[src/rtl/vga_timing_gen.sv]
// VGA raster timing and test-pattern generator; outputs registered one pixel tick after the counters.
// Free-running with no backpressure: pixels are produced every tick regardless of the consumer.
module vga_timing_gen #(
    parameter int RW       = 3,
    parameter int GW       = 3,
    parameter int BW       = 2,
    parameter int H_ACTIVE = 640,
    parameter int H_FP     = 16,
    parameter int H_SYNC   = 96,
    parameter int H_BP     = 48,
    parameter int V_ACTIVE = 480,
    parameter int V_FP     = 10,
    parameter int V_SYNC   = 2,
    parameter int V_BP     = 33,
    parameter int CLK_DIV  = 2,
    parameter bit SYNC_POL = 1'b0
) (
    input  logic          clk,
    input  logic          rst,
    input  logic [1:0]    mode,
    input  logic [RW-1:0] ext_r,
    input  logic [GW-1:0] ext_g,
    input  logic [BW-1:0] ext_b,
    output logic [RW-1:0] red,
    output logic [GW-1:0] green,
    output logic [BW-1:0] blue,
    output logic          hsync,
    output logic          vsync,
    output logic          de,
    output logic [5:0]    frame_cnt
);
    localparam int H_TOTAL = H_ACTIVE + H_FP + H_SYNC + H_BP;
    localparam int V_TOTAL = V_ACTIVE + V_FP + V_SYNC + V_BP;
    // At least 6 bits so the checkerboard can always look at bit 5.
    localparam int HW = ($clog2(H_TOTAL) + 1 > 6) ? $clog2(H_TOTAL) + 1 : 6;
    localparam int VW = ($clog2(V_TOTAL) + 1 > 6) ? $clog2(V_TOTAL) + 1 : 6;
    localparam int DW = (CLK_DIV > 1) ? $clog2(CLK_DIV) : 1;
    localparam int BAR = (H_ACTIVE / 8 > 0) ? H_ACTIVE / 8 : 1;

    localparam logic [DW-1:0] DIV_LAST = DW'(CLK_DIV - 1);
    localparam logic [HW-1:0] H_LAST   = HW'(H_TOTAL - 1);
    localparam logic [HW-1:0] H_ACT    = HW'(H_ACTIVE);
    localparam logic [HW-1:0] HS_START = HW'(H_ACTIVE + H_FP);
    localparam logic [HW-1:0] HS_END   = HW'(H_ACTIVE + H_FP + H_SYNC - 1);
    localparam logic [HW-1:0] BAR_W    = HW'(BAR);
    localparam logic [VW-1:0] V_LAST   = VW'(V_TOTAL - 1);
    localparam logic [VW-1:0] V_ACT    = VW'(V_ACTIVE);
    localparam logic [VW-1:0] VS_START = VW'(V_ACTIVE + V_FP);
    localparam logic [VW-1:0] VS_END   = VW'(V_ACTIVE + V_FP + V_SYNC - 1);

    logic [DW-1:0] div;
    logic [HW-1:0] hcount;
    logic [VW-1:0] vcount;
    logic [1:0]    act_mode;

    logic          tick;
    logic          line_end;
    logic          frame_end;
    logic          frame_start;
    logic [1:0]    cur_mode;
    logic          de_c;
    logic          hs_c;
    logic          vs_c;
    logic [HW-1:0] bar_idx;
    logic [2:0]    bar3;
    logic [2:0]    bar_c;
    logic [RW-1:0] r_c;
    logic [GW-1:0] g_c;
    logic [BW-1:0] b_c;

    always_comb begin
        tick        = (div == DIV_LAST);
        line_end    = (hcount == H_LAST);
        frame_end   = (vcount == V_LAST);
        frame_start = (hcount == '0) && (vcount == '0);
        // The pattern for the first pixel of a frame already uses the newly latched mode.
        cur_mode    = frame_start ? mode : act_mode;
        de_c        = (hcount < H_ACT) && (vcount < V_ACT);
        hs_c        = (hcount >= HS_START && hcount <= HS_END) ? SYNC_POL : ~SYNC_POL;
        vs_c        = (vcount >= VS_START && vcount <= VS_END) ? SYNC_POL : ~SYNC_POL;
        bar_idx     = hcount / BAR_W;
        bar3        = (bar_idx > HW'(7)) ? 3'd7 : bar_idx[2:0];
        bar_c       = 3'd7 - bar3;
        r_c         = '0;
        g_c         = '0;
        b_c         = '0;
        case (cur_mode)
            2'd0: begin
                r_c = '1;
                g_c = '1;
                b_c = '1;
            end
            2'd1: begin
                r_c = {RW{bar_c[2]}};
                g_c = {GW{bar_c[1]}};
                b_c = {BW{bar_c[0]}};
            end
            2'd2: begin
                r_c = {RW{~(hcount[5] ^ vcount[5])}};
                g_c = {GW{~(hcount[5] ^ vcount[5])}};
                b_c = {BW{~(hcount[5] ^ vcount[5])}};
            end
            default: begin
                r_c = ext_r;
                g_c = ext_g;
                b_c = ext_b;
            end
        endcase
    end

    always_ff @(posedge clk) begin
        if (rst) begin
            div       <= '0;
            hcount    <= '0;
            vcount    <= '0;
            frame_cnt <= '0;
            act_mode  <= 2'd0;
            red       <= '0;
            green     <= '0;
            blue      <= '0;
            de        <= 1'b0;
            hsync     <= ~SYNC_POL;
            vsync     <= ~SYNC_POL;
        end else begin
            div <= tick ? '0 : div + 1'b1;
            if (tick) begin
                if (frame_start) begin
                    act_mode <= mode;
                end
                hcount <= line_end ? '0 : hcount + 1'b1;
                if (line_end) begin
                    vcount <= frame_end ? '0 : vcount + 1'b1;
                    if (frame_end) begin
                        frame_cnt <= frame_cnt + 6'd1;
                    end
                end
                red   <= de_c ? r_c : '0;
                green <= de_c ? g_c : '0;
                blue  <= de_c ? b_c : '0;
                de    <= de_c;
                hsync <= hs_c;
                vsync <= vs_c;
            end
        end
    end
endmodule

[config.mk]
export PLATFORM = sky130hd
export DESIGN_NAME = vga_timing_gen
export DESIGN_NICKNAME = d
export VERILOG_FILES = /design/src/rtl/vga_timing_gen.sv
export SDC_FILE = /design/constraint.sdc
export NUM_CORES = 1
export LEC_CHECK = 0
export CORE_MARGIN = 2
export CORE_UTILIZATION = 45
export CTS_BUF_LIST = sky130_fd_sc_hd__clkbuf_8
export CTS_CLUSTER_DIAMETER = 200
export CTS_CLUSTER_SIZE = 8
export DETAILED_ROUTE_END_ITERATION = 16
export GPL_TIMING_DRIVEN = 0
export PLACE_DENSITY = 0.76
export RECOVER_POWER = 100
export SLEW_MARGIN = 20
export SYNTH_ARGS = -nofsm -noshare
export SYNTH_HDL_FRONTEND = slang
export SYNTH_SLANG_ARGS = --single-unit
[constraint.sdc]
create_clock -name clk -period 2.5 [get_ports clk]
set_input_delay 0.25 -clock clk [delete_from_list [all_inputs] [get_ports clk]]
set_output_delay 0.25 -clock clk [all_outputs]
set_load 0.01 [all_outputs]
# Yosys cells after proc, flatten, opt, wreduce, memory -nomap -nowiden
# Cells that the tools add are included.
dict set report word_totals {
  regBits 42
  mem_count 0
  latchBits 0
  wordCells 52
  input_bits 12
  mem_bits_ro 0
  ramBits 0
}
dict set report op_classes {
  shift 0
  multipliers 0
  n_bitwise 2
  mux 12
  div 1
  magnitude_cmp 7
  n_eq_ne 4
  n_reduce_logical 10
  addsub 5
}
# op n
set op_table {}
lappend op_table {{adder 11 x 1 -> 11 bit (second input constant)} 2}
lappend op_table {{equality test 11 x 10 -> 1 bit (second input constant)} 2}
lappend op_table {{zero test 11 bit} 2}
lappend op_table {{2-to-1 mux 11 bit} 2}
lappend op_table {{one-hot mux 3 bit (3 select lines)} 2}
lappend op_table {{divider 11 x 7 -> 11 bit (second input constant)} 1}
lappend op_table {{>= comparator 11 x 10 -> 1 bit (second input constant)} 1}
lappend op_table {{>= comparator 11 x 9 -> 1 bit (second input constant)} 1}
lappend op_table {{> comparator 11 x 3 -> 1 bit (second input constant)} 1}
lappend op_table {{<= comparator 11 x 10 -> 1 bit (second input constant)} 1}
lappend op_table {{<= comparator 11 x 9 -> 1 bit (second input constant)} 1}
lappend op_table {{less-than comparator 11 x 10 -> 1 bit (second input constant)} 1}
lappend op_table {{less-than comparator 11 x 9 -> 1 bit (second input constant)} 1}
lappend op_table {{2-to-1 mux 3 bit} 3}
lappend op_table {{adder 6 x 1 -> 6 bit (second input constant)} 1}
lappend op_table {{one-hot mux 2 bit (3 select lines)} 1}
lappend op_table {{logical AND 1 bit} 4}
lappend op_table {{2-to-1 mux 2 bit} 2}
lappend op_table {{AND reduction 3 bit} 1}
lappend op_table {{subtractor 3 bit (first input constant)} 1}
lappend op_table {{equality test 2 x 1 -> 1 bit (second input constant)} 1}
lappend op_table {{equality test 2 bit (second input constant)} 1}
lappend op_table {{zero test 2 bit} 1}
lappend op_table {{2-to-1 mux 1 bit} 2}
lappend op_table {{5 further kinds} 5}

# Longest topological paths before layout
# Gate-level depths: netlist (run 1).
dict set report logic_depth {
  word_depth 6
  mapped_depth 8
  depth_no_buf 8
}

# Worst setup path before layout (run 1)
# OpenSTA, ideal clock, no wires.
dict set report synth_timing {
  path_kind {flip-flop to flip-flop}
  from {reg vcount[9]}
  to {reg green[0]}
  path_stages_with_launch 7
  n_path_buf 0
  period_less_slack_ns 2.303
  setup_slack_ns 0.197
  t_required_ns 2.383
  t_arrival_ns 2.186
  path_cell_list {dfxtp_1 or3_1 or4_4 nor3_4 mux2_2 or2_2 a22o_1}
}
dict set report synth_via {
  elab_chain_len 6
}
# item line_no
set synth_lines {}
lappend synth_lines {{start: declaration} 53} ;# logic [VW-1:0] vcount;
lappend synth_lines {{start signal: assignment} 132} ;# vcount <= frame_end ? '0 : vcount + 1'b1;
lappend synth_lines {{zero test 11 bit} 75} ;# frame_start = (hcount == '0) && (vcount == '0);
lappend synth_lines {{logical AND 1 bit} 75}
lappend synth_lines {{2-to-1 mux 2 bit} -}
lappend synth_lines {{equality test 2 bit (tied with other cells)} 87} ;# case (cur_mode)
lappend synth_lines {{one-hot mux 3 bit (3 select lines)} 87}
lappend synth_lines {{2-to-1 mux 3 bit (*)} 138} ;# green <= de_c ? g_c : '0;
lappend synth_lines {{end signal: assignment} 138}
lappend synth_lines {{end: declaration} 25} ;# output logic [GW-1:0] green,
# Mark *: on every way between the ends. The rest lies on a longest branch, timed or not.
# A chain may end at the register's enable or synchronous reset.

# Final worst setup path (run 1)
dict set report layout_timing {
  from {reg vcount[9]}
  to {reg green[2]}
}
# Same word-level chain as after synthesis.

==> reports/summary.txt, run 1 <==
Worst R2R Setup Slack: 0.1 ns
Area delta synth->final: 21.89%
Clock latency at the later pin of the worst-skew pair: 0.29 ns
First-pass GRT wire length: 7.590 mm
Top post-synthesis cells by area: dfxtp_1 38%, nor2_1 6.9%, xor2_1 5.6%, nand2_1 5.0%, xnor2_1 4.8%
HP Start: rst
Total CTS buffers: 5
Routed WL: 4.598 mm
Post-synth EDFFs: 0
Seq pwr share: 0.512
Full die area: 0.005440 sq mm
Hold EP: frame_cnt[1]
Critical path required time: 2.69 ns
Worst-Margin Slew: 0.6515 ns
Hold Path Class: input pin to register
Post-Layout Inst Area: 0.002669 sq mm
Crit share post-route: 0.9616
Initial antenna violation count: 0
Vias/cell: 5.552
Relative slew slack: 0.5641
Congestion Overflow GR: 0
Num Clock Sinks: 42
Syn. warnings: 0
Clk_skew: 0.005219 ns
Fillers: 442
Crit start category: register
Hold depth: 2
Initial DRC Count: 164
Comb pwr share: 0.091
Post-synthesis instance total: 269
RR Startpoint: vcount[9]
Gp weighted congestion: 0.8920
WL/cell: 12.88 um
Max Transition Viols Final: 0
Sequential cell area fraction in the yosys report: 0.3840
Port buffer count: 27
Routed via count: 1982
IO Count: 29
RSZ-0062 raised after global routing: false
Site row count: 25
Clk slew on worst S/H paths: 0.08 ns
H-tree levels: 2
Die height: 73.76 um
FFs w/ async S/R, synth: 0
#FFs+latches synth: 42
Synth Net Count: 286
Share of cells above drive strength 1: 0.07921
Synthesized area per cell: 8.140 sq um
Final setup fails: 0
Placement Cell Area: 0.002527 sq mm
Top cell type's share of synthesized area: 0.3840
Clock Path Buffers: 2
Multi-input logic area: 0.001289 sq mm
Antenna cell count: 0
Final non-filler cell total: 357
Pint: 1.071 mW
Leakage: 1.017 nW
Pin count of the biggest net entering global routing: 13
Worst R2R Path Depth: 6
Max Freq: 0.4160 GHz
Synthesized cell area: 0.002190 sq mm
Switch Pwr: 295.0 uW
GRT Overall Usage: 0.1788
DP Worst Slack: -0.03237 ns
Setup slack after layout: 0.09588 ns
CTS tree: done
Root Buffer: clkbuf_8
Switching fraction of total power: 0.2159
Core box area: 0.004692 sq mm
Reg2Reg Capture Point: green[2]
Main flop type after synthesis: dfxtp_1
Nets: 320
HPWL after detailed placement: 3.212 mm
Hold Fails Final Rpt: 0
Dpl cells: 350
First-pass iteration count of the detailed router: 4
Number of global-route vias before repair: 1720
Fin util: 0.5688
Final Critical Period: 2.404 ns
DRC viols: 0
Peak supply drop: 0.2643 mV
Crit. End Element: register
Antenna-violating nets left: 0
Number of library cell types mapped by synthesis: 44
WP data arrival: 2.59 ns
Pwr Density: 512.0 mW/mm^2
Initial core utilization: 0.4667
Critical path class: register to register
Die width: 73.76 um
FF+latch area: 840.8 sq um
Status: complete, no violations
Clock share of power: 0.397
Yosys top cell by area: dfxtp_1
Critical path fanouts, max: 8
Max_cap viols: 0
WHS: 0.3237 ns
[area by class of cell]
class                   count  share of cell area
plain buffers              13             0.01922
clock buffers               6             0.03094
clock inverters             1             0.01125
inverters                   9             0.01266
multi-input cells         204              0.4829
flip-flops and latches     42              0.3150
well taps                  54             0.02532
repair buffers             28              0.1027
[power groups by stage]
| stage | clock (mW) | sequential [mW] | combinational, mW |
|---|---|---|---|
| global route | 0.576 | 0.702 | 0.137 |
| detailed placement | 0 | 0.716 | 0.126 |
| CTS | 0.558 | 0.701 | 0.127 |
| global placement | 0 | 0.716 | 0.125 |
| finish | 0.543 | 0.700 | 0.124 |
| floorplan | 0 | 0.721 | 0.0635 |
[routing by layer]
metal	vias to the layer above	global-route usage	wire, um	share of wire
met5	-	0	0	0
met4	0	0.06263	72	0.016
met3	9	0.04115	194	0.042
met2	47	0.2857	2200	0.48
met1	933	0.2362	2131	0.46
li1	993	-	-	-
[cell usage in the layout, fill, tap and decap left out, types with 5 or more instances in the layout]
| master | n |
|---|---|
| dfxtp_1 | 42 |
| clkbuf_1 | 12 |
| xor2_1 | 14 |
| nor2_1 | 40 |
| nand3_1 | 9 |
| clkdlybuf4s50_1 | 10 |
| inv_1 | 9 |
| xnor2_1 | 12 |
| a21oi_1 | 9 |
| dlygate4sd3_1 | 17 |
| clkbuf_8 | 6 |
| a22o_1 | 5 |
| ha_1 | 5 |
| nand2_1 | 29 |
| or2_2 | 5 |
| nand4_1 | 8 |
| o21ai_0 | 10 |
[synthesized netlist by cell type (all sizes together) (4+ instances only)]
cell type and count:
a21oi 9, a22o 5, and3 4, clkbuf 13, dfxtp 42, ha 5, inv 9, nand2 29
nand2b 4, nand3 9, nand4 9, nor2 40, nor2b 4, nor3 5, nor4 5, nor4b 4
o21a 4, o21ai 10, or2 5, xnor2 12, xor2 14
[sequential cells by signal (all words and copies together) (netlist names)]
register	count
hcount	11
vcount	11
frame_cnt	6
green	3
red	3
act_mode	2
blue	2
de	1
div	1
hsync	1
vsync	1
[worst max-delay path, stage by stage (launching register included)]
cell and delay, ns:
dfxtp_1 0.35, or3_4 0.40, or4_4 0.43, nor3_4 0.27
mux2_4 0.37, or2_2 0.28, a22o_1 0.20
[timing repair]
action / in CTS / in global routing
pin swaps: 0 / 1
hold buffers: 0 / 0
cloned: 0 / 0
resized for setup: 2 / 9
endpoints found under the setup margin: 10 / 15
setup buffers: 0 / 1
[kinds of logic after synthesis]
logic type | share of synthesized area
compound gates | 0.1200
simple gates | 0.3051
fa+ha+maj | 0.03314
flops | 0.3840
mux | 0.01429
xor+xnor | 0.1040
buf+inv | 0.03943
[per-stage QoR]
| step | TNS [ns] | total power [mW] |
|---|---|---|
| floorplan | 0 | 0.7845 |
| global placement | -0.2002 | 0.8404 |
| detailed placement | -0.2342 | 0.8422 |
| CTS | 0 | 1.385 |
| global route | 0 | 1.415 |
| finish | 0 | 1.366 |
[worst max path at each step]
stage,slack (ns),startpoint,endpoint,cells past startpoint
floorplan,0.20,vcount[9],green[0],6
global placement,-0.02,hcount[8],vcount[7],7
detailed placement,-0.03,hcount[8],vcount[0],7
CTS,0.04,hcount[9],vcount[7],8
global route,0.006,vcount[9],green[1],6
finish,0.1,vcount[9],green[2],6
No activity file was read; power rests on OpenSTA's default activity.
==> run 2, diff against run 1 <==
ABC_CLOCK_PERIOD_IN_PS = 2500   (was unset)
==> results of run 2 <==
Final layout, timing and power as in run 1 (identical DEF).
==> run 3, diff against run 2 <==
SKIP_CTS_REPAIR_TIMING = 1   (was unset)
==> reports/summary.txt, run 3 (synthesized netlist as in run 1, its figures left out) <==
Status: complete, no violations
Number of global-route vias before repair: 1720 (unchanged)
RR Startpoint: vcount[9]
Die width: 73.76 um (unchanged)
Final Critical Period: 2.404 ns (-0.0004767 ns)
Met3 wire len: 160 um (-18%)
Worst R2R Path Depth: 6 (unchanged)
Total CTS buffers: 5 (unchanged)
Critical path required time: 2.69 ns (about the same)
Num Clock Sinks: 42 (unchanged)
Routed WL: 4.601 mm (about the same)
Commonest non-fill, non-tap cell in the layout: dfxtp_1
Pin count of the biggest net entering global routing: 13 (unchanged)
Biggest regs: hcount: 11 flops, vcount: 11 flops, frame_cnt: 6 flops
Worst R2R Setup Slack: 0.1 ns (about the same)
Reg2Reg Capture Point: green[2]
DRC viols: 0 (unchanged)
Initial antenna violation count: 0 (unchanged)
RSZ-0062 raised after global routing: false
Peak supply drop: 0.2650 mV (+0.23%)
Core box area: 0.004692 sq mm (unchanged)
Metal1 wirelength: 2.179 mm (+2.3%)
Antenna cell count: 0 (unchanged)
Die height: 73.76 um (unchanged)
Routed via count: 1960 (-1.1%)
First-pass iteration count of the detailed router: 4 (unchanged)
Worst-Margin Slew: 0.6516 ns (+0.00009614 ns)
Initial core utilization: 0.4667 (unchanged)
Setup TNS: 0 ns (unchanged)
Crit path from: vcount[9]
Site row count: 25 (unchanged)
HPWL after detailed placement: 3.212 mm (unchanged)
Max_cap viols: 0 (unchanged)
Hold Fails Final Rpt: 0 (unchanged)
Post-Layout Inst Area: 0.002669 sq mm (unchanged)
Critical path class: register to register
H-tree levels: 2 (unchanged)
Met2 WL post-DR: 2.188 mm (-0.55%)
Pwr Density: 512.3 mW/mm^2 (about the same)
Clk slew on worst S/H paths: 0.08 ns (about the same)
Critical path fanouts, max: 8 (unchanged)
Placement Cell Area: 0.002527 sq mm (unchanged)
Commonest non-fill, non-tap cells in the layout: 42 x dfxtp_1, 40 x nor2_1, 29 x nand2_1
Vias/cell: 5.490 (-1.1%)
Full die area: 0.005440 sq mm (unchanged)
Initial DRC Count: 159 (-3.0%)
Crit. End Element: register
Max Transition Viols Final: 0 (unchanged)
Hold Path Class: input pin to register
Final setup fails: 0 (unchanged)
WHS: 0.3232 ns (-0.0005140 ns)
Crit share post-route: 0.9615 (about the same)
Relative slew slack: 0.5640 (about the same)
Share of cells above drive strength 1: 0.07921 (unchanged)
Clock Path Buffers: 2 (unchanged)
Clk_skew: 0.005754 ns (+0.0005353 ns)
Max Freq: 0.4160 GHz (about the same)
Port buffer count: 27 (unchanged)
WL/cell: 12.89 um (about the same)
CTS tree: done
Clock latency at the later pin of the worst-skew pair: 0.29 ns (about the same)
Area delta synth->final: 21.89% (unchanged)
Gp weighted congestion: 0.8920 (unchanged)
Top Metal Used: met4
Leakage: 1.017 nW (unchanged)
GRT Overall Usage: 0.1788 (unchanged)
Nets: 320 (unchanged)
First-pass GRT wire length: 7.590 mm (unchanged)
CP endpoint: green[2]
Crit start category: register
WP data arrival: 2.59 ns (about the same)
IO Count: 29 (unchanged)
Antenna-violating nets left: 0 (unchanged)
Root Buffer: clkbuf_8
Congestion Overflow GR: 0 (unchanged)
-- run 3: cell counts in the layout (fill, tap and decap cells not counted) --
Identical to the previous run, type by type.
-- run 3: routing by layer --
| metal | global-route usage | up-vias |
|---|---|---|
| met5 | 0 | - |
| met4 | 0.06263 | 0 |
| met3 | 0.04115 | 9 |
| met2 | 0.2877 | 39 |
| met1 | 0.2345 | 918 |
| li1 | - | 994 |
-- run 3: layout make-up --
type | instances | area [sq um]
clock inverters | 1 | 30.03
fillers | 442 | 2023
plain buffers | 13 | 51.30
multi-input cells | 204 | 1289
repair buffers | 28 | 274.0
clock buffers | 6 | 82.58
well taps | 54 | 67.56
inverters | 9 | 33.78
flip-flops and latches | 42 | 840.8
-- run 3: how the worst min path moves through the flow --
stage / slack (ns) / from / cells after the start / to
after global routing: 0.37 / rst / 2 / act_mode[1]
after CTS: 0.33 / rst / 2 / frame_cnt[1]
after floorplan: 0.41 / ext_r[0] / 2 / red[0]
after detailed placement: 0.44 / de / 2 / de
after global placement: 0.43 / de / 2 / de
final: 0.32 / rst / 2 / frame_cnt[1]
-- run 3: worst max-delay path, stage by stage, from the launching register on --
cell     delay (ns)
dfxtp_1        0.35
or3_4          0.40
or4_4          0.43
nor3_4         0.27
mux2_4         0.37
or2_2          0.28
a22o_1         0.20
-- run 3: through the flow --
| stage | utilization | setup WS [ns] | instances | power (mW) |
|---|---|---|---|---|
| floorplan | - | 0.1970 | 269 | 0.7845 |
| global placement | 0.5387 | -0.02361 | 350 | 0.8404 |
| detailed placement | 0.5387 | -0.03237 | 350 | 0.8422 |
| CTS | 0.5627 | -0.05519 | 357 | 1.385 |
| global route | 0.5688 | 0.005913 | 357 | 1.416 |
| finish | 0.5688 | 0.09636 | 357 | 1.367 |
-- run 3: report_power, final --
part           internal [mW]  switching, mW
registers              0.688         0.0114
clock network          0.319          0.224
logic                 0.0637         0.0602
